[src/rtl/prt_dp_pm_pkg.sv]
// Shared definitions for the DP policy-maker peripherals.
// Holds local-bus register map, CTL/STS bit positions, HPD timing thresholds,
// the registered local-bus request struct and the HPD detector state type.
package prt_dp_pm_pkg;

  localparam int unsigned P_LB_ADR_W = 2;

  // Register map
  localparam logic [P_LB_ADR_W-1:0] P_ADR_CTL = 2'd0;
  localparam logic [P_LB_ADR_W-1:0] P_ADR_STS = 2'd1;
  localparam logic [P_LB_ADR_W-1:0] P_ADR_LOW = 2'd2;
  localparam logic [31:0]           P_RD_UNMAPPED = 32'hdeadcafe;

  // CTL bits
  localparam int unsigned P_CTL_RUN    = 0;
  localparam int unsigned P_CTL_IRQ_EN = 1;

  // STS bits
  localparam int unsigned P_STS_HPD     = 0;
  localparam int unsigned P_STS_PLUG    = 1;
  localparam int unsigned P_STS_UNPLUG  = 2;
  localparam int unsigned P_STS_IRQ_HPD = 3;

  // HPD thresholds in microseconds
  localparam int unsigned P_PLUG_US    = 2000;
  localparam int unsigned P_IRQ_MIN_US = 250;
  localparam int unsigned P_UNPLUG_US  = 2000;

  typedef struct packed {
    logic [P_LB_ADR_W-1:0] adr;
    logic                  rd;
    logic                  wr;
    logic [31:0]           din;
  } lb_struct;

  typedef enum logic [2:0] {
    sm_rst,
    sm_unplugged,
    sm_plug_wait,
    sm_plugged,
    sm_low
  } hpd_sm_t;

  // Threshold in beats; simulation builds shrink every window by 50.
  function automatic logic [15:0] thr(input int unsigned us, input int unsigned sim);
    return (sim != 0) ? 16'(us / 50) : 16'(us);
  endfunction

endpackage

[src/rtl/prt_dp_lb_if.sv]
// Local bus between the policy-maker CPU and its peripherals.
//   adr, rd, wr, din : request from the bus master
//   dout, vld        : read data and read-valid from the peripheral
// Modports: lb_out (master side), lb_in (peripheral side).
interface prt_dp_lb_if;
  import prt_dp_pm_pkg::*;

  logic [P_LB_ADR_W-1:0] adr;
  logic                  rd;
  logic                  wr;
  logic [31:0]           din;
  logic [31:0]           dout;
  logic                  vld;

  modport lb_out (output adr, rd, wr, din, input dout, vld);
  modport lb_in  (input adr, rd, wr, din, output dout, vld);
endinterface

[src/rtl/prt_dp_lib_edge.sv]
// Rising-edge detector.
//   CLK_IN, RST_IN : clock, asynchronous active-high reset
//   SIG_IN         : signal synchronous to CLK_IN
//   RE_OUT         : one-cycle pulse on each rising edge of SIG_IN
module prt_dp_lib_edge (
  input  logic CLK_IN,
  input  logic RST_IN,
  input  logic SIG_IN,
  output logic RE_OUT
);

  logic sig_q;

  always_ff @(posedge CLK_IN or posedge RST_IN) begin
    if (RST_IN) begin
      sig_q <= 1'b0;
    end else begin
      sig_q <= SIG_IN;
    end
  end

  assign RE_OUT = SIG_IN & ~sig_q;

endmodule

[src/rtl/prt_dp_pm_hpd_tx_sync.sv]
// Two-flop synchronizer for the raw HPD pin.
//   CLK_IN, RST_IN : clock, asynchronous active-high reset (output resets to 0)
//   D_IN           : asynchronous input
//   Q_OUT          : D_IN synchronized to CLK_IN
module prt_dp_pm_hpd_tx_sync (
  input  logic CLK_IN,
  input  logic RST_IN,
  input  logic D_IN,
  output logic Q_OUT
);

  logic meta_q;
  logic sync_q;

  always_ff @(posedge CLK_IN or posedge RST_IN) begin
    if (RST_IN) begin
      meta_q <= 1'b0;
      sync_q <= 1'b0;
    end else begin
      meta_q <= D_IN;
      sync_q <= meta_q;
    end
  end

  assign Q_OUT = sync_q;

endmodule

[src/rtl/prt_dp_pm_hpd_tx.sv]
// Source-side HPD detector. Debounces HPD_IN against the 1 MHz beat and
// classifies it into plug, unplug and IRQ_HPD events, exposed as sticky W1C
// flags on the local bus, with a level interrupt toward the CPU.
//   RST_IN  : asynchronous active-high reset
//   CLK_IN  : clock
//   LB_IF   : local bus (CTL @0, STS @1, LOW_US @2)
//   BEAT_IN : 1 MHz beat, rising edge used
//   HPD_IN  : raw HPD pin, asynchronous
//   IRQ_OUT : registered interrupt, irq_en & any sticky event
module prt_dp_pm_hpd_tx
  import prt_dp_pm_pkg::*;
#(
  parameter int unsigned P_SIM = 0
) (
  input  logic            RST_IN,
  input  logic            CLK_IN,
  prt_dp_lb_if.lb_in      LB_IF,
  input  logic            BEAT_IN,
  input  logic            HPD_IN,
  output logic            IRQ_OUT
);

  localparam logic [15:0] C_PLUG    = thr(P_PLUG_US, P_SIM);
  localparam logic [15:0] C_IRQ_MIN = thr(P_IRQ_MIN_US, P_SIM);
  localparam logic [15:0] C_UNPLUG  = thr(P_UNPLUG_US, P_SIM);

  lb_struct    lb_q;
  logic        run_q, irq_en_q;
  logic        hpd_state_q, plug_q, unplug_q, irq_hpd_q;
  logic [15:0] low_us_q;
  logic [15:0] cnt_q;
  logic        irq_q;
  hpd_sm_t     sm_q, sm_d;

  logic        hpd_s;
  logic        beat_re;
  logic        set_plug, set_unplug, set_irq_hpd;
  logic        wr_ctl, wr_sts;
  logic [31:0] rd_data;
  logic        unused_din;

  prt_dp_pm_hpd_tx_sync u_sync (
    .CLK_IN (CLK_IN),
    .RST_IN (RST_IN),
    .D_IN   (HPD_IN),
    .Q_OUT  (hpd_s)
  );

  prt_dp_lib_edge u_beat_edge (
    .CLK_IN (CLK_IN),
    .RST_IN (RST_IN),
    .SIG_IN (BEAT_IN),
    .RE_OUT (beat_re)
  );

  // Local bus request register
  always_ff @(posedge CLK_IN or posedge RST_IN) begin
    if (RST_IN) begin
      lb_q <= '0;
    end else begin
      lb_q.adr <= LB_IF.adr;
      lb_q.rd  <= LB_IF.rd;
      lb_q.wr  <= LB_IF.wr;
      lb_q.din <= LB_IF.din;
    end
  end

  assign wr_ctl     = lb_q.wr && (lb_q.adr == P_ADR_CTL);
  assign wr_sts     = lb_q.wr && (lb_q.adr == P_ADR_STS);
  assign unused_din = ^lb_q.din[31:4];

  // FSM state register
  always_ff @(posedge CLK_IN or posedge RST_IN) begin
    if (RST_IN) begin
      sm_q <= sm_rst;
    end else begin
      sm_q <= sm_d;
    end
  end

  // FSM next state; the unplug window is tested first so a low pulse of
  // exactly the unplug length never becomes an IRQ_HPD.
  always_comb begin
    sm_d = sm_q;
    if (!run_q) begin
      sm_d = sm_rst;
    end else begin
      unique case (sm_q)
        sm_rst:       sm_d = sm_unplugged;
        sm_unplugged: if (hpd_s) sm_d = sm_plug_wait;
        sm_plug_wait: begin
          if (!hpd_s) sm_d = sm_unplugged;
          else if (cnt_q >= C_PLUG) sm_d = sm_plugged;
        end
        sm_plugged:   if (!hpd_s) sm_d = sm_low;
        sm_low: begin
          if (cnt_q >= C_UNPLUG) sm_d = sm_unplugged;
          else if (hpd_s) sm_d = sm_plugged;
        end
        default:      sm_d = sm_rst;
      endcase
    end
  end

  // FSM outputs: event set strobes
  always_comb begin
    set_plug    = 1'b0;
    set_unplug  = 1'b0;
    set_irq_hpd = 1'b0;
    if (run_q) begin
      unique case (sm_q)
        sm_plug_wait: set_plug = hpd_s && (cnt_q >= C_PLUG);
        sm_low: begin
          set_unplug  = (cnt_q >= C_UNPLUG);
          set_irq_hpd = !set_unplug && hpd_s && (cnt_q >= C_IRQ_MIN);
        end
        default: ;
      endcase
    end
  end

  // Control, status and counter registers. Event set has priority over W1C.
  always_ff @(posedge CLK_IN or posedge RST_IN) begin
    if (RST_IN) begin
      run_q       <= 1'b0;
      irq_en_q    <= 1'b0;
      hpd_state_q <= 1'b0;
      plug_q      <= 1'b0;
      unplug_q    <= 1'b0;
      irq_hpd_q   <= 1'b0;
      low_us_q    <= '0;
      cnt_q       <= '0;
      irq_q       <= 1'b0;
    end else begin
      if (wr_ctl) begin
        run_q    <= lb_q.din[P_CTL_RUN];
        irq_en_q <= lb_q.din[P_CTL_IRQ_EN];
      end
      if (!run_q) begin
        cnt_q       <= '0;
        hpd_state_q <= 1'b0;
        plug_q      <= 1'b0;
        unplug_q    <= 1'b0;
        irq_hpd_q   <= 1'b0;
      end else begin
        if (sm_d != sm_q) begin
          cnt_q <= '0;
        end else if (beat_re && (cnt_q != 16'hffff)) begin
          cnt_q <= cnt_q + 16'd1;
        end
        if (set_plug) begin
          hpd_state_q <= 1'b1;
        end else if (set_unplug || (sm_q == sm_rst)) begin
          hpd_state_q <= 1'b0;
        end
        plug_q    <= set_plug    | (plug_q    & ~(wr_sts & lb_q.din[P_STS_PLUG]));
        unplug_q  <= set_unplug  | (unplug_q  & ~(wr_sts & lb_q.din[P_STS_UNPLUG]));
        irq_hpd_q <= set_irq_hpd | (irq_hpd_q & ~(wr_sts & lb_q.din[P_STS_IRQ_HPD]));
      end
      if (set_irq_hpd) begin
        low_us_q <= cnt_q;
      end
      irq_q <= irq_en_q & (plug_q | unplug_q | irq_hpd_q);
    end
  end

  // Read mux
  always_comb begin
    rd_data = '0;
    if (lb_q.rd) begin
      case (lb_q.adr)
        P_ADR_CTL: begin
          rd_data[P_CTL_RUN]    = run_q;
          rd_data[P_CTL_IRQ_EN] = irq_en_q;
        end
        P_ADR_STS: begin
          rd_data[P_STS_HPD]     = hpd_state_q;
          rd_data[P_STS_PLUG]    = plug_q;
          rd_data[P_STS_UNPLUG]  = unplug_q;
          rd_data[P_STS_IRQ_HPD] = irq_hpd_q;
        end
        P_ADR_LOW: rd_data[15:0] = low_us_q;
        default:   rd_data = P_RD_UNMAPPED;
      endcase
    end
  end

  assign LB_IF.dout = rd_data;
  assign LB_IF.vld  = lb_q.rd;
  assign IRQ_OUT    = irq_q;

endmodule

[src/flat_wrapper.sv]
// flat-port wrapper written by rule: the top's interface ports become plain ports
module prt_dp_pm_hpd_tx_flat import prt_dp_pm_pkg::*;
#(
  parameter int unsigned P_SIM = 0
)
  (RST_IN, CLK_IN, BEAT_IN, HPD_IN, IRQ_OUT, LB_IF_adr, LB_IF_rd, LB_IF_wr, LB_IF_din, LB_IF_dout, LB_IF_vld);
  prt_dp_lb_if LB_IF_i ();
  input  logic RST_IN;
  input  logic CLK_IN;
  input  logic BEAT_IN;
  input  logic HPD_IN;
  output logic IRQ_OUT;
  input wire logic [$bits(LB_IF_i.adr)-1:0] LB_IF_adr;
  input wire logic [$bits(LB_IF_i.rd)-1:0] LB_IF_rd;
  input wire logic [$bits(LB_IF_i.wr)-1:0] LB_IF_wr;
  input wire logic [$bits(LB_IF_i.din)-1:0] LB_IF_din;
  output wire logic [$bits(LB_IF_i.dout)-1:0] LB_IF_dout;
  output wire logic [$bits(LB_IF_i.vld)-1:0] LB_IF_vld;
  assign LB_IF_i.adr = LB_IF_adr;
  assign LB_IF_i.rd = LB_IF_rd;
  assign LB_IF_i.wr = LB_IF_wr;
  assign LB_IF_i.din = LB_IF_din;
  assign LB_IF_dout = LB_IF_i.dout;
  assign LB_IF_vld = LB_IF_i.vld;
  prt_dp_pm_hpd_tx #(.P_SIM(P_SIM)) u_core (.RST_IN(RST_IN), .CLK_IN(CLK_IN), .LB_IF(LB_IF_i), .BEAT_IN(BEAT_IN), .HPD_IN(HPD_IN), .IRQ_OUT(IRQ_OUT));
endmodule
[config.mk]
export PLATFORM = sky130hd
export DESIGN_NAME = prt_dp_pm_hpd_tx_flat
export DESIGN_NICKNAME = d
export VERILOG_FILES = /design/src/rtl/prt_dp_pm_pkg.sv /design/src/rtl/prt_dp_lb_if.sv /design/src/rtl/prt_dp_lib_edge.sv /design/src/rtl/prt_dp_pm_hpd_tx_sync.sv /design/src/rtl/prt_dp_pm_hpd_tx.sv /design/src/flat_wrapper.sv
export SDC_FILE = /design/constraint.sdc
export NUM_CORES = 1
export LEC_CHECK = 0
export CAP_MARGIN = 0
export CORE_MARGIN = 5
export CORE_UTILIZATION = 52
export DETAILED_ROUTE_END_ITERATION = 8
export GPL_TIMING_DRIVEN = 0
export PLACE_DENSITY = 0.85
export SYNTH_ARGS = -nofsm -noshare
export SYNTH_HDL_FRONTEND = slang
export SYNTH_SLANG_ARGS = --single-unit
[constraint.sdc]
create_clock -name CLK_IN -period 3.61 [get_ports CLK_IN]
set_clock_uncertainty 0.1 [all_clocks]
set_input_delay 0.722 -clock CLK_IN [delete_from_list [all_inputs] [get_ports CLK_IN]]
set_output_delay 0.722 -clock CLK_IN [all_outputs]
set_load 0.03 [all_outputs]
# After elaboration in Yosys (flattened, before gate mapping)
# Cells that the tools add are included.
# W data, S select, Z words.
# totals
latch_bits	0
n_memories	0
register_bits	53
romBits	0
out_inout_bits	34
mem_bits_rw	0
# op_classes
multipliers	0
n_bitwise	17
n_reduce_logical	12
shifts	0
magnitude_cmp	2
muxes	28
addsub	1
eq_ne	10
n_div	0
# ops
op	count
$mux W16	4
$mux W32	1
$pmux W12 S2	1
$mux W3	7
$add A16 B1 Y16 const B	1
$ge A16 B11 Y1 const B	1
$ge A16 B8 Y1 const B	1
$ne A16 B16 Y1 const B	1
$pmux W3 S5	1
$mux W1	12
$pmux W2 S3	2
$and A1 B1 Y1	8
$eq A3 B2 Y1 const B	2
$logic_and A1 B1 Y1	6
$ne A3 B3 Y1 const B	2
$or A1 B1 Y1	5
$not A1 Y1	4
$eq A3 B1 Y1 const B	1
$eq A3 B3 Y1 const B	1
$logic_not A3 Y1	1
$ne A3 B3 Y1	1
$reduce_or A3 Y1	1
$eq A2 B1 Y1 const B	1
$eq A2 B2 Y1 const B	1
4 further kinds	4

# Depth between registers and ports, before layout
# Gate-level depths: netlist of run 1.
# depth
word_depth	8
mapped_depth	7

# Modules after synthesis
# From an unflattened synthesis of run 1, not the netlist that was laid out.
# hier_totals
cells_unflattened	270
area_unflattened_um2	2698.8
# modules_own_cells
mod	seq_area_each_um2	area_each_um2	n_inst	cells_per_inst
prt_dp_pm_hpd_tx	1251.2	2602.5	1	264
prt_dp_pm_hpd_tx_sync	50.0	53.8	1	3
prt_dp_lib_edge	25.0	42.5	1	3

# Worst setup path before layout of run 1
# OpenSTA, ideal clock, no wires.
# synth_path
path_kind	register -> output
start	reg u_core.lb_q, in the netlist u_core.LB_IF.vld
end	out LB_IF_dout[12]
t_arrival_ns	1.635
path_slack_ns	1.153
stages_incl_launch_ff	4
n_path_buf	1
t_required_ns	2.788
cell_sequence	dfrtp_1 -> nand2_1 -> clkbuf_1 -> nor3b_1
# synth_between
elab_chain_len	1
# synth_rtl
item	line	source
start, declared	prt_dp_pm_hpd_tx.sv:27	lb_struct lb_q;
$mux W32	prt_dp_pm_hpd_tx.sv:170	if (lb_q.rd) begin
end, declared	flat_wrapper.sv:17	output wire logic [$bits(LB_IF_i.dout)-1:0] LB_IF_dout;
# No other way between the ends.

# Worst setup path in the final report of run 1
# layout_path
start	reg u_core.lb_q[34] (netlist name)
end	out LB_IF_dout[15]
# layout_between
elab_chain_len	4
elab_cells_between_ends	6
classes_between	eq/ne: 2; mux: 2; reduce/logical: 2
# layout_rtl
item	line	source
$eq A2 B1 Y1 / $logic_not A2 Y1 (equally long branches)	prt_dp_pm_hpd_tx.sv:171	case (lb_q.adr)
$reduce_or A2 Y1 (no line)	-	
$pmux W12 S2 (*)	prt_dp_pm_hpd_tx.sv:171	
$mux W32 (*)	prt_dp_pm_hpd_tx.sv:170	
# Mark *: on every way between the ends. The rest lies on a longest branch, timed or not.

==> results by group, run 1 <==
Run status
  • Status: finished, final reports clean

Power and ir drop
  • Clk pwr share: 29.3%
  • Pwr dens: 335 nW/um^2
  • Total chip power: 1.12 mW
  • Flop pwr share: 55.4%
  • NetSw: 303 uW
  • Logic pwr share: 15.3%
  • Pleak: 1.37 nW
  • Internal: 814 uW
  • Switching Share: 27.1%
  • Peak supply drop: 0.207 mV

Min path
  • Hold Crit Class: register to register
  • HP Start: u_core.u_sync.meta_q
  • Worst hold endpoint: u_core.u_sync.Q_OUT
  • Hold Crit Depth: 0

Timing
  • RSZ-0062 raised after global routing: no
  • Fmax: 312 MHz
  • Final worst slack: 0.402 ns
  • Slew headroom: 50.1%
  • Endpoints failing setup: 0
  • Hold Violations, Final: 0
  • Worst slew pin tran: 0.746 ns
  • Final period utilization: 88.9%
  • Max-slew violations: 0
  • Total negative slack: 0 ns
  • Min cycle time layout: 3.21 ns

Drt
  • Drt pass-1 iters: 4
  • Antenna Violating Nets Remaining: 0
  • Final wirelength: 6000 um
  • # DRC: 0
  • Vias: 2229
  • Post-DR vias/cell: 5.57
  • Iteration-0 DRC Markers: 165
  • WL/cell: 15.0 um

Synth
  • Dominant synthesized flop cell: dfrtp_1
  • Post-synthesis simple-gate area fraction: 21.6%
  • Post-synthesis adder-cell area fraction: 0.920%
  • Yosys reg bits: 53
  • Post-synthesis compound-gate area fraction: 14.0%
  • Post-synthesis async set-or-reset flop share: 100%
  • Synthesized area: 2720 um^2
  • Mux cell area share after synthesis: 6.53%
  • Largest family of logic cells by synthesized area: simple AND/OR/NAND/NOR gates
  • Register area share after synthesis: 48.8%
  • Post-synth cell types: 52
  • Synth Area per Inst: 9.82 um^2
  • XOR/XNOR share of the synthesized area: 0.322%
  • Cells after Synth: 277
  • Ys Warns: 0
  • EDFF count, synth: 0

Placed design
  • Placed instance area: 3240 um^2
  • # port buffers: 40
  • Post-place setup slack: 0.742 ns
  • Post-DP HPWL: 4350 um
  • Routability cong.: 0.867

Floorplan
  • Core area: 5110 um^2
  • Die Area: 6770 um^2
  • I/O pins: 74
  • Die Ht: 82.3 um
  • FP Rows: 26
  • Initial Util: 53.2%
  • Die X: 82.3 um

CTS
  • Cts hold-fix bufs: 0
  • Post-CTS sizing: 0
  • CTS Buffer Depth: 2
  • CTS tree: built
  • TritonCTS buffer count: 5
  • Clock latency on the worst-skew pair: 0.30 ns
  • Root Buffer Master: clkbuf_8
  • Reg clk slew, reported paths: 0.09 ns
  • Clock sinks: 53
  • H-tree depth: 2
  • # Post-CTS Setup Buffers: 0

Worst setup path
  • R2r worst-path depth: 7
  • Max stage delay on crit path: 0.69 ns
  • FF-to-FF End: u_core.low_us_q[0]
  • Critical setup path kind: register to primary output
  • Startpoint types: register
  • Crit-path slowest cell: clkdlybuf4s50_1
  • Req. time, crit path: 2.79 ns
  • Kind of end point of the critical path: primary output
  • Critical path peak fanout: 10
  • Critical path, cell by cell: clkbuf_1 -> clkbuf_1 -> nor2_1 -> nor2_1 -> clkdlybuf4s50_1
  • Reg2reg start: u_core.sm_q[0]
  • Setup slack, reg-to-reg: 1.28 ns
  • Crit path arrival time: 2.39 ns

Global route
  • Gr ovfl total: 0
  • Initial antenna violation count: 0
  • Total GRT Usage: 19.2%
  • Vias in the first global route: 2079
  • First-pass GRT wire length: 10100 um
  • Pin count of the biggest net entering global routing: 42

Layout
  • Filler instances: 404
  • P&R area growth vs syn: 22.5%
  • Ratio of cells with drive above 1 in the final layout: 15.2%
  • Commonest non-fill, non-tap cell in the layout: dfrtp_1
  • Final instance area: 3330 um^2
  • Nets@finish: 371
  • Most frequent cells in the layout: 53 x dfrtp_1, 40 x clkdlybuf4s50_1, 21 x nand2_1
  • N_diodes: 0

Flow run
  • Max Cap Viol: 0
-- power groups by stage --
| stage | Combinational, mW | Sequential [mW] | Clock [mW] |
|---|---|---|---|
| 3_5_place_dp | 0.171 | 0.630 | 0 |
| 4_1_cts | 0.172 | 0.619 | 0.338 |
| 2_1_floorplan | 0.113 | 0.628 | 0 |
| 3_3_place_gp | 0.165 | 0.630 | 0 |
| 6_report | 0.171 | 0.619 | 0.327 |
| 5_1_grt | 0.187 | 0.621 | 0.364 |
-- cell type report --
| class | instances | area (um^2) | area share [%] |
|---|---|---|---|
| well taps | 70 | 87.6 | 2.63 |
| flip-flops and latches | 53 | 1330 | 39.8 |
| clock inverters | 2 | 15.0 | 0.451 |
| repair buffers | 41 | 420 | 12.6 |
| inverters | 9 | 33.8 | 1.01 |
| multi-input cells | 189 | 1200 | 36.0 |
| clock buffers | 6 | 72.6 | 2.18 |
| plain buffers | 30 | 176 | 5.30 |
-- synthesized netlist by cell type, types with 3 or more instances --
master	n	share of area, %
dfrtp_1	53	49
nand2_1	21	2.9
nor2_1	20	2.8
a21oi_1	16	2.9
buf_4	16	4.4
mux2_2	14	5.8
nand3_1	11	2.0
clkbuf_1	10	1.4
nor2b_1	10	2.3
nor3_1	10	1.8
o21ai_0	10	1.8
inv_1	9	1.2
a31oi_1	7	1.6
nor3b_1	6	1.7
a211oi_1	4	1.1
nor4_1	4	0.92
or3_1	4	0.92
a21boi_0	3	0.83
buf_2	3	0.55
nand2b_1	3	0.69
o31ai_1	3	0.83
-- state kept, by name, summed over array words and instances, names as in the netlist --
signal,flops
u_core.cnt_q,16
u_core.plug_q,1
u_core.irq_en_q,1
u_core.LB_IF.vld,1
u_core.u_sync.meta_q,1
u_core.low_us_q,16
u_core.u_sync.Q_OUT,1
u_core.u_beat_edge.sig_q,1
u_core.sm_q,3
u_core.run_q,1
u_core.IRQ_OUT,1
u_core.unplug_q,1
u_core.irq_hpd_q,1
u_core.lb_q,7
u_core.hpd_state_q,1
-- per-stage QoR --
step	utilization, %	cells	hold slack (ns)
2_1_floorplan	-	281	0.231
6_report	65.2	400	0.265
3_5_place_dp	63.5	392	0.240
5_1_grt	65.2	400	0.268
4_1_cts	65.2	400	0.262
3_3_place_gp	63.1	391	0.232
-- routing by layer --
metal  up-vias  track usage, %  part of all wire [%]
met5         -               0                     0
met4         0            4.98                  0.90
met3         9            4.56                   7.5
met2        77            32.9                    49
met1      1069            24.3                    43
li1       1074               -                     -
-- critical path: cells and delay by family (launching register included) --
| kind | cells | cell delay, ns |
|---|---|---|
| buf+inv | 3 | 1.41 |
| flops | 1 | 0.45 |
| simple gates | 2 | 0.21 |
-- cell families (layout without fill, tap and decap cells) --
family,after synthesis,in the layout
flip-flops,53,53
AND/OR/NAND/NOR,108,108
XOR/XNOR,1,1
buffers and inverters,39,88
AO/OA/AOI/OAI,57,57
other,1,5
multiplexers,16,16
adder cells (fa/ha/maj),2,2
-- worst max-delay path by stage --
stage | from | endpoint | slack, ns | depth (start not counted)
2_1_floorplan | u_core.LB_IF.vld | LB_IF_dout[12] | 1.15 | 3
3_3_place_gp | RST_IN | u_core.cnt_q[8] | 0.57 | 2
3_5_place_dp | BEAT_IN | u_core.cnt_q[9] | 0.74 | 5
4_1_cts | u_core.lb_q[34] | LB_IF_dout[15] | 0.38 | 5
5_1_grt | u_core.lb_q[34] | LB_IF_dout[15] | 0.21 | 5
6_report | u_core.lb_q[34] | LB_IF_dout[15] | 0.40 | 5
Note: power is estimated with default switching activity, not from simulation.
==> inputs of run 2 (changes only) <==
Settings changed: SKIP_CTS_REPAIR_TIMING set to 1.
==> results of run 2 <==
Final layout, timing and power as in run 1 (identical DEF).
==> patch 1: new RTL, flow settings as in run 2 <==
The package constant `P_LB_ADR_W` goes from 2 to 4.
--- a/src/rtl/prt_dp_pm_pkg.sv
+++ b/src/rtl/prt_dp_pm_pkg.sv
@@ -3,7 +3,7 @@
 // the registered local-bus request struct and the HPD detector state type.
 package prt_dp_pm_pkg;
 
-  localparam int unsigned P_LB_ADR_W = 2;
+  localparam int unsigned P_LB_ADR_W = 4;
 
   // Register map
   localparam logic [P_LB_ADR_W-1:0] P_ADR_CTL = 2'd0;
Ports: changed (resized LB_IF_adr); port bits go from 74 to 76. The function was not compared with the original's and may differ.
==> patch 1 against run 2 <==
- design area increased by 4.5%
- sequential share of layout area decreased by 0.28 points
- non-clock buffer count decreased by 1
- synthesized area increased by 4.4%
- sequential cell count increased by 2
- worst hold slack got worse by 0.0055 ns
- wire length decreased by 0.80%
- clock power increased by 6%
- critical path depth increased by 2
- sequential power increased by 4.5%
- total power increased by 11%
- setup slack got worse by 0.24 ns
- global-route usage decreased by 1.6 points
==> patch 1: results (changes against run 2) <==
Synth area leaders: dfrtp_1 (48%), buf_4 (4.2%), mux2_2 (4.0%), a211oi_1 (3.7%), nor2_1 (2.6%)
Placed Area: 3380 sq um (+4.4%)
Drt drc: 0 (unchanged)
Asr flop ratio synth: 100% (unchanged)
Worst Hold Class: reg2reg
Register area share after synthesis: 48.5% (-0.30 points)
Layout cell share with drive strength beyond 1: 20.5% (+5.4 points)
CP max-delay cell: clkdlybuf4s50_1
Drt pass-1 iters: 4 (unchanged)
Dpl ws: 0.499 ns (-0.243 ns)
Worst-path maximum fanout: 10 (unchanged)
R2r setup slk: 1.55 ns (+0.27 ns)
Worst slew pin tran: 0.608 ns (-0.138 ns)
DP Cell Count: 381 (-2.8%)
Primary FF master, synth: dfrtp_1
Min Tclk post-route: 3.45 ns (+0.242 ns)
CTS Buf Count: 5 (unchanged)
Vias in the first global route: 2120 (+2.0%)
Number of distinct library cells after synthesis: 56 (+7.7%)
Largest regs: u_core.cnt_q: 16 flops, u_core.low_us_q: 16 flops, u_core.lb_q: 9 flops
First-pass GRT wire length: 10.2 mm (+1.6%)
Final wirelength: 5.95 mm (-0.80%)
Most instantiated cells after synthesis: dfrtp_1 (55), nor2_1 (20), buf_4 (16), nand2_1 (15), a211oi_1 (14)
CTS Root Cell: clkbuf_8
Mapped Cells: 262 (-5.4%)
P_int: 0.877 mW (+7.8%)
Status: finished, final reports clean
Nets: 360 (-3.0%)
Max VDD drop: 0.000216 V (+4.4%)
P_leak: 1.49 nW (+9.0%)
Port Buf Inserts: 42 (+5.0%)
Mean number of vias per cell: 5.58 (+0.15%)
Final std cells w/o fill: 389 (-2.8%)
Crit-path max cell delay: 0.59 ns (-0.10 ns)
Initial cell density of the core: 52.5% (-0.71 points)
Total global-route track usage: 17.6% (-1.6 points)
WHS: 0.260 ns (-0.00550 ns)
Starting DRT DRC Count: 125 (-24%)
DP HPWL: 4.49 mm (+3.0%)
Delay-heaviest family, CP: buffers and inverters
WP data arrival: 2.63 ns (+0.24 ns)
Largest net degree at the start of global routing: 45 (+7.1%)
Gpl congestion: 0.820 (-5.3%)
-- patch 1: changes by cell type after synthesis, sizes merged, moves of 7 or more --
cell,delta
a31oi,-7
nand3,-8
a21oi,-12
a211oi,+12
nor3,-7
nor2b,-7
nand4,+7
-- patch 1: worst register-to-register path: stages (launching register included) --
cell and delay [ns]:
dfrtp_1 0.45, nor4_2 0.40, nand2_1 0.15, o211ai_4 0.35, buf_6 0.21, mux2_4 0.31
-- patch 1: cell type report --
class	instances	area, sq um
Clock inverter	3	22.5
Clock buffer	5	68.8
Sequential cell	55	1380
Fill cell	423	1930
Inverter	8	30.0
Buffer	27	205
Multi-Input combinational cell	176	1250
Timing Repair Buffer	43	440
Tap cell	72	90.1
-- patch 1: final timing paths --
check / startpoint / endpoint / cells after the start
worst max-delay path: u_core.lb_q[34] / LB_IF_dout[3] / 7
worst min-delay path: u_core.u_sync.meta_q / u_core.u_sync.Q_OUT / 0
worst max register to register: u_core.cnt_q[15] / u_core.low_us_q[2] / 5
worst min register to register: u_core.u_sync.meta_q / u_core.u_sync.Q_OUT / 0
max in group asynchronous: RST_IN / u_core.LB_IF.vld / 3
min in group asynchronous: RST_IN / u_core.cnt_q[0] / 2
-- patch 1: logic make-up after synthesis --
family / synth area share [%]
buffers and inverters: 8.24
adder cells (fa/ha/maj): 0.881
flip-flops: 48.5
AND/OR/NAND/NOR: 19.9
XOR/XNOR: 0.309
AO/OA/AOI/OAI: 15.6
other: 0.132
multiplexers: 6.43
-- patch 1: layer usage --
layer / up-vias / global-route usage [%] / routed length (microns)
met2: 69 / 29.9 / 2900
met3: 8 / 4.05 / 363
met5: - / 0 / 0
met4: 0 / 4.97 / 69
met1: 1028 / 22.6 / 2620
li1: 1066 / - / -
-- patch 1: power groups by stage --
| stage | Combinational [mW] | Clock [mW] | Sequential (mW) |
|---|---|---|---|
| global placement | 0.241 | 0 | 0.658 |
| global route | 0.268 | 0.387 | 0.650 |
| detailed placement | 0.249 | 0 | 0.659 |
| CTS | 0.250 | 0.359 | 0.647 |
| finish | 0.247 | 0.346 | 0.647 |
| floorplan | 0.165 | 0 | 0.656 |
==> patch 2: new RTL, config.mk and constraints of run 2 <==
Without the edit above. Register the output `IRQ_OUT` once more, with the module's reset; this adds one clock of latency there. The other outputs are not delayed to match. Comments in the files are not updated.
--- a/src/rtl/prt_dp_pm_hpd_tx.sv
+++ b/src/rtl/prt_dp_pm_hpd_tx.sv
@@ -187,7 +187,13 @@
 
   assign LB_IF.dout = rd_data;
   assign LB_IF.vld  = lb_q.rd;
-  assign IRQ_OUT    = irq_q;
+  always_ff @(posedge CLK_IN or posedge RST_IN) begin
+    if (RST_IN) begin
+      IRQ_OUT <= '0;
+    end else begin
+      IRQ_OUT <= irq_q;
+    end
+  end
 
 endmodule
 
Check against the original RTL: same outputs for any inputs over 10 cycles, from zero or initial values and one cycle with RST_IN high; that may be too few to reach the edited logic, so the function may still have changed.
==> patch 2 against run 2 <==
- total power up 1.6%
- setup slack about the same
- register-to-register slack got worse by 0.18 ns
- synthesized area grew 1.6%
- via count is 1.3% lower
- sequential cell count is 1 higher
- highest routed layer unchanged
- count of clock-buffer cells in the layout fell by 1
- wire length down 3.9%
- design area up 1.4%
==> patch 2: results (changes against run 2) <==
Status: finished, final reports clean
Synth Area in XOR/XNOR: 0.317% (-0.0051 points)
Worst R2R Path Depth: 5 (-2)
Multiplexer area fraction after synthesis: 6.97% (+0.44 points)
Adder-cell share of the synthesized area: 0.906% (-0.015 points)
Nets: 368 (-0.81%)
Reg-to-Reg End: u_core.cnt_q[3]
Gpl congestion: 0.895 (+3.3%)
Layout cell share with drive strength beyond 1: 14.1% (-1.1 points)
Largest net degree at the start of global routing: 32 (-24%)
DP HPWL: 4.39 mm (+0.81%)
M3 GR Usage: 4.06% (-0.50 points)
Final Hold Viols: 0 (unchanged)
DR WL met2: 2.82 mm (-3.4%)
Vias in the first global route: 2134 (+2.6%)
DP Cell Count: 389 (-0.77%)
WHS: 0.259 ns (-0.00629 ns)
Final wirelength: 5.76 mm (-3.9%)
WL met3: 358 microns (-20%)
RR Startpoint: u_core.cnt_q[12]
Placed Area: 3290 sq um (+1.4%)
GR Layer Usage met2: 28.8% (-4.1 points)
Vias: 2199 (-1.3%)
Number of distinct library cells after synthesis: 47 (-9.6%)
First-pass GRT wire length: 10.2 mm (+1.4%)
Total global-route track usage: 17.7% (-1.6 points)
Dpl ws: 0.731 ns (-0.0116 ns)
Synth area leaders: dfrtp_1 (49%), buf_4 (4.1%), mux2_2 (4.1%), a21oi_1 (3.3%), o21ai_0 (3.1%)
Final std cells w/o fill: 397 (-0.75%)
Starting DRT DRC Count: 215 (+30%)
Worst-path maximum fanout: 11 (+1)
Post-synthesis compound-gate area fraction: 13.5% (-0.49 points)
R2r setup slk: 1.10 ns (-0.18 ns)
==> patch 2: cell types whose count changed in the layout (fill, tap and decap cells not counted), moves of 4 or more <==
cell | before | now
a211oi_1 | 4 | 0
a31oi_1 | 7 | 3
and2_1 | 2 | 8
mux2_2 | 14 | 10
mux2_4 | 0 | 4
nand3_1 | 11 | 6
nand4_1 | 1 | 8
nor2b_1 | 10 | 4
nor3_1 | 10 | 5
o21ai_0 | 10 | 17
or3_1 | 4 | 8
==> patch 2: where the power goes <==
| part | switching, mW | internal (mW) |
|---|---|---|
| registers | 0.00918 | 0.620 |
| clock network | 0.196 | 0.137 |
| logic | 0.105 | 0.0677 |
| total | 0.310 | 0.824 |
==> patch 2: layout make-up <==
| type | instances | area, sq um |
|---|---|---|
| fillers | 438 | 1760 |
| flip-flops and latches | 54 | 1350 |
| multi-input cells | 188 | 1230 |
| repair buffers | 41 | 420 |
| plain buffers | 29 | 173 |
| well taps | 70 | 87.6 |
| clock buffers | 5 | 68.8 |
| inverters | 7 | 26.3 |
| clock inverters | 3 | 21.3 |
==> patch 2: how the worst max path moves through the flow <==
stage,end,slack [ns],depth (start not counted)
3_3_place_gp,u_core.cnt_q[15],0.57,2
6_report,LB_IF_dout[27],0.40,4
2_1_floorplan,LB_IF_dout[12],1.15,3
5_1_grt,LB_IF_dout[12],0.16,5
4_1_cts,LB_IF_dout[12],0.37,5
3_5_place_dp,LB_IF_dout[27],0.73,4
==> patch 2: worst max-delay path: stages, from the launching register on <==
cell and delay, ns:
dfrtp_1 0.45, clkbuf_1 0.34, and3_1 0.45, buf_4 0.18, clkdlybuf4s50_1 0.67
